--- src/rtl/mem_arbiter.sv ---
// Two-port single-memory arbiter: CPU (port 0) and loader/debug (port 1). Writes take one cycle, reads take two.
// Define MEM_ARBITER_ROUND_ROBIN_EN for alternating grants under contention; otherwise port 0 has fixed priority.
module mem_arbiter #(
  parameter int DATA_WIDTH = 32,
  parameter int ADDR_WIDTH = 6
) (
  input  logic                  clock,
  input  logic                  reset,
  input  logic                  req0,
  input  logic                  req1,
  input  logic                  we0,
  input  logic                  we1,
  input  logic [ADDR_WIDTH-1:0] addr0,
  input  logic [ADDR_WIDTH-1:0] addr1,
  input  logic [DATA_WIDTH-1:0] wdata0,
  input  logic [DATA_WIDTH-1:0] wdata1,
  output logic                  gnt0,
  output logic                  gnt1,
  output logic                  rvalid0,
  output logic                  rvalid1,
  output logic [DATA_WIDTH-1:0] rdata0,
  output logic [DATA_WIDTH-1:0] rdata1,
  output logic                  mem_en,
  output logic                  mem_we,
  output logic [ADDR_WIDTH-1:0] mem_addr,
  output logic [DATA_WIDTH-1:0] mem_wdata,
  input  logic [DATA_WIDTH-1:0] mem_rdata
);

  typedef enum logic {IDLE, READ_WAIT} state_t;

  state_t     state, state_nxt;
  logic       owner, owner_nxt;
  logic       win1;
  logic [7:0] gnt_cnt0, gnt_cnt1;

`ifdef MEM_ARBITER_ROUND_ROBIN_EN
  logic last_win;

  // Under contention port 1 wins only if port 0 won last.
  always_comb win1 = req1 & (~req0 | ~last_win);

  always_ff @(posedge clock or posedge reset) begin
    if (reset)
      last_win <= 1'b1;
    else if (gnt0 | gnt1)
      last_win <= gnt1;
  end
`else
  always_comb win1 = req1 & ~req0;
`endif

  always_ff @(posedge clock or posedge reset) begin
    if (reset) begin
      state    <= IDLE;
      owner    <= 1'b0;
      gnt_cnt0 <= 8'd0;
      gnt_cnt1 <= 8'd0;
    end else begin
      state <= state_nxt;
      owner <= owner_nxt;
      if (gnt0 && gnt_cnt0 != 8'hFF) gnt_cnt0 <= gnt_cnt0 + 8'd1;
      if (gnt1 && gnt_cnt1 != 8'hFF) gnt_cnt1 <= gnt_cnt1 + 8'd1;
    end
  end

  // Outputs are gated by reset so an asserted reset silences the bus at once.
  always_comb begin
    state_nxt = state;
    owner_nxt = owner;
    gnt0      = 1'b0;
    gnt1      = 1'b0;
    rvalid0   = 1'b0;
    rvalid1   = 1'b0;
    rdata0    = '0;
    rdata1    = '0;
    mem_en    = 1'b0;
    mem_we    = 1'b0;
    mem_addr  = '0;
    mem_wdata = '0;
    if (!reset) begin
      if (state == IDLE) begin
        if (req0 | req1) begin
          gnt0      = ~win1;
          gnt1      = win1;
          mem_en    = 1'b1;
          mem_we    = win1 ? we1 : we0;
          mem_addr  = win1 ? addr1 : addr0;
          mem_wdata = win1 ? wdata1 : wdata0;
          if (!(win1 ? we1 : we0)) begin
            state_nxt = READ_WAIT;
            owner_nxt = win1;
          end
        end
      end else begin
        rvalid0   = ~owner;
        rvalid1   = owner;
        rdata0    = owner ? '0 : mem_rdata;
        rdata1    = owner ? mem_rdata : '0;
        state_nxt = IDLE;
      end
    end
  end

endmodule
--- config.mk ---
export PLATFORM = sky130hd
export DESIGN_NAME = mem_arbiter
export DESIGN_NICKNAME = d
export VERILOG_FILES = /design/src/rtl/mem_arbiter.sv
export SDC_FILE = /design/constraint.sdc
export NUM_CORES = 1
export LEC_CHECK = 0
export ABC_AREA = 1
export CAP_MARGIN = 40
export CELL_PAD_IN_SITES_DETAIL_PLACEMENT = 2
export CELL_PAD_IN_SITES_GLOBAL_PLACEMENT = 2
export CORE_ASPECT_RATIO = 2
export CORE_MARGIN = 2
export CORE_UTILIZATION = 10
export DETAILED_ROUTE_END_ITERATION = 10
export PLACE_DENSITY = 0.95
export SYNTH_ARGS = -nofsm -noshare
export SYNTH_HDL_FRONTEND = slang
export SYNTH_SLANG_ARGS = --single-unit
--- constraint.sdc ---
create_clock -name clock -period 1.1 [get_ports clock]
set_input_delay 0.22 -clock clock [delete_from_list [all_inputs] [get_ports clock]]
set_output_delay 0.22 -clock clock [all_outputs]
set_load 0.01 [all_outputs]
== After elaboration in Yosys (flattened, before gate mapping) ==
Index checks and enable logic that the tools add are counted.

* Output and inout bits: 108
* Flip-flop bits (word level): 2
* Input bits: 114
* Logic and storage cells: 45

* Muxes and demuxes: 34
* Bitwise logic cells: 8
* Reductions and logical operators: 1

{| class="wikitable"
|+ Operator list
! cell !! number
|-
| $mux 32 || 10
|-
| $mux 6 || 4
|-
| $mux 1 || 20
|-
| $not 1->1 || 6
|-
| $reduce_and 4->1 || 1
|-
| $and 1x1->1 || 1
|-
| $or 1x1->1 || 1
|}

== Logic depth before layout (Yosys ltp) ==
* Depth after elaboration: 6
* Gate-level depth with buffers: 9
* Gate-level depth less buffers: 7

== Worst setup path before layout ==
Ideal clock, no wire load.

* Path kind: reg-to-output
* Start: reg state
* End: out mem_wdata[12]
* Required time: 0.880 ns
* Setup slack: -0.135 ns
* Path buffers: 2
* Cell stages (with the launch flop): 8
* Data arrival time: 1.015 ns
* Path through: dfrtp_1 > nor2_2 > nand2_1 > inv_2 > buf_6 > buf_6 > nand2_1 > nand2_1

* Longest elaborated chain between the ends: 2

{| class="wikitable"
|+ Ends and longest elaborated chain
! item !! line !! RTL
|-
| start: declaration || 32 || <nowiki>state_t state, state_nxt;</nowiki>
|-
| start signal: assignment || 60 || <nowiki>state <= state_nxt;</nowiki>
|-
| $mux 32 || 82 || <nowiki>if (state == IDLE) begin</nowiki>
|-
| $mux 32 || 81 || <nowiki>if (!reset) begin</nowiki>
|-
| end: declaration || 26 || <nowiki>output logic [DATA_WIDTH-1:0] mem_wdata,</nowiki>
|}

No other way between the ends.

== Final worst setup path ==
* Start: reg state
* End: out mem_addr[2]

* Longest elaborated chain between the ends: 2

{| class="wikitable"
|+ Ends and longest elaborated chain
! item !! line !! RTL
|-
| $mux 6 || 82 ||
|-
| $mux 6 || 81 ||
|-
| end: declaration || 25 || <nowiki>output logic [ADDR_WIDTH-1:0] mem_addr,</nowiki>
|}

No other way between the ends.

==> flow_metrics.env <==
export IMPL_hold_buffers=0
export IMPL_numPortBuffers=221
export IMPL_route_detailed_drc=0
export IMPL_path_max_fanout=8
export IMPL_cts_sinks=2
export IMPL_grt_start_max_net_pins=34
export IMPL_path_cells="nor2_4 > buf_6 > nand2_4 > clkinv_8 > buf_16 > buf_4 > nand2_4 > nand2_2 > buf_6"
export IMPL_p_total_mw=2.48
export IMPL_synth_nets=369
export IMPL_fp_dieH_um=150
export IMPL_drt_first_pass_iters=4
export IMPL_netlist_area_leader_share_pct=43.2
export IMPL_cts_tree="done"
export IMPL_fin_crit_ns=1.77
export IMPL_post_synth_top_area_cell="nand2_1"
export IMPL_crit_path_start_kind="flop"
export IMPL_synth_area_per_cell_um2=4.16
export IMPL_cap_violations=0
export IMPL_path_class="reg2out"
export IMPL_skew_ns=0.00305
export IMPL_grt_pass1_vias=3004
export IMPL_ys_seq_area_share_pct=4.72
export IMPL_arrival_ns=1.55
export IMPL_cts_buffers=3
export IMPL_netlist_instances=255
export IMPL_ys_warn_count=0
export IMPL_worst_slew_pin_slew_ns=0.317
export IMPL_drt_iter0_drc=26
export IMPL_critPathCaptureType="output port"
export IMPL_vdd_ir_drop_max_uv=547
export IMPL_synthTopCellsByArea="nand2_1 (43%), nor2_1 (24%), inv_1 (14%), dfrtp_1 (4.7%), buf_6 (4.2%)"
export IMPL_via_per_inst=4.13
export IMPL_path_clk_slew_ns=0.03
export IMPL_max_stage_delay_ns=0.43
export IMPL_area_growth_pct=328
export IMPL_slew_violations=0
export IMPL_hold_viol=0
export IMPL_grt_usage_pct=18.0
export IMPL_cp_slowest_cell="dfrtp_2"
export IMPL_core_area_um2=10400
export IMPL_period_share_pct=161
export IMPL_ys_ff_latch=2
export IMPL_final_common_cell="clkdlybuf4s50_1"
export IMPL_grt_remaining_overflow=0
export IMPL_layout_setup_ws_ns=-0.674
export IMPL_routedWlPerCell_um=18.9
export IMPL_p_leak_nw=2.40
export IMPL_ant_nets=0
export IMPL_fmax_mhz=564
export IMPL_grt_first_pass_wirelength_um=16100
export IMPL_hpwl_um=8350
export IMPL_crit_required_ns=0.88
export IMPL_clk_path_buf_depth=2
export IMPL_initial_core_util_pct=10.2
export IMPL_place_gp_congestion=0.806
export IMPL_setup_viol=110
export IMPL_hold_path_class="in2async"
export IMPL_via_count=2711
export IMPL_synth_distinct_cells=13
export IMPL_htree_levels=1
export IMPL_status="finished, violations left"
export IMPL_drt_total_wl_um=12400
export IMPL_num_rows=53
export IMPL_n_antenna_cell=0
export IMPL_die_w_um=76.8
export IMPL_detailedPlace_worstSlack_ns=-1.04
export IMPL_antenna_found_initial=0
export IMPL_io_pins=222
export IMPL_synth_area_um2=1060
export IMPL_max_slew_margin_pct=78.8
export IMPL_cts_root_buf="clkbuf_16"
export IMPL_violations="negative setup slack"
export IMPL_mostFrequentLayoutCells="clkdlybuf4s50_1 (109), nand2_2 (63), buf_6 (60)"
export IMPL_clk_latency_ns=0.23
export IMPL_final_layout_size_suffix_gt1_share_pct=58.5
export IMPL_rsz0062_at_grt="yes"
export IMPL_design_die_area_um2=11500
export IMPL_fin_nets=636
export IMPL_power_density_nw_per_um2=545
critical path: cells and delay by family (launching register included):
| kind | cells | cell delay, ns |
|---|---|---|
| buffers and inverters | 5 | 0.58 |
| flip-flops | 1 | 0.43 |
| AND/OR/NAND/NOR | 4 | 0.31 |
Yosys cell counts:
| library cell | instances |
|---|---|
| buf_6 | 4 |
| nor2_1 | 67 |
| nand2_2 | 1 |
| inv_1 | 39 |
| inv_2 | 4 |
| nand3_1 | 3 |
| o21ai_0 | 1 |
| buf_2 | 7 |
| dfrtp_1 | 2 |
| nor3_1 | 1 |
| nor2_2 | 1 |
| buf_4 | 3 |
| nand2_1 | 122 |
registers in the layout (all words and copies together) (netlist names):
signal / count
owner: 1
state: 1
final timing paths:
check,startpoint,end,slack (ns),depth (start not counted)
max,state,mem_addr[2],-0.67,9
min,reset,owner,0.23,3
max reg2reg,state,owner,-0.24,9
min reg2reg,state,state,0.63,2
max in group asynchronous,reset,state,0.77,3
min in group clock,reset,owner,0.55,4
where the power goes:
part,leakage [nW],internal [mW],switching (mW)
clock,0.0370,0.463,0.0958
sequential,0.0244,0.0870,0.0184
combinational,2.34,1.02,0.792
total,2.40,1.57,0.906
layer usage:
metal	vias to the layer above	track usage, %	wire (um)
met1	1265	14.5	3560
met5	-	0	0
li1	1254	-	-
met4	0	5.18	468
met3	29	4.22	824
met2	163	40.2	7540
cells by family after synthesis:
logic type	count (synthesis)	share of synthesized area, %
and+or+nand+nor	195	69.9
buffers and inverters	57	24.9
AOI/OAI and AO/OA	1	0.471
DFF	2	4.72
repair_timing:
action                                  CTS  global route
gates resized for setup                 486           127
endpoints found under the setup margin  110           110
buffers inserted                         23             8
gates cloned                              5             6
pin swaps                                10            20
endpoints found under the hold margin     0             0
stage by stage:
| stage | utilization, % | hold WS, ns | area [um2] | setup TNS (ns) | cells |
|---|---|---|---|---|---|
| 2_1_floorplan | - | -0.00870 | 1330 | -4.59 | 255 |
| 3_3_place_gp | 36.0 | 0.574 | 3750 | -100.06 | 613 |
| 3_5_place_dp | 36.0 | 0.607 | 3750 | -103.31 | 613 |
| 4_1_cts | 41.0 | 0.191 | 4270 | -62.32 | 643 |
| 5_1_grt | 43.6 | 0.263 | 4540 | -66.19 | 657 |
| 6_report | 43.6 | 0.227 | 4540 | -58.27 | 657 |
cell type report:
| cell class | instances | area [um2] |
|---|---|---|
| Sequential cell | 2 | 51.3 |
| Multi-Input combinational cell | 196 | 1310 |
| Tap cell | 137 | 171 |
| Fill cell | 1191 | 5870 |
| Timing Repair Buffer | 276 | 2760 |
| Inverter | 43 | 176 |
| Clock buffer | 3 | 75.1 |
Power figures use the tool's default switching activity.
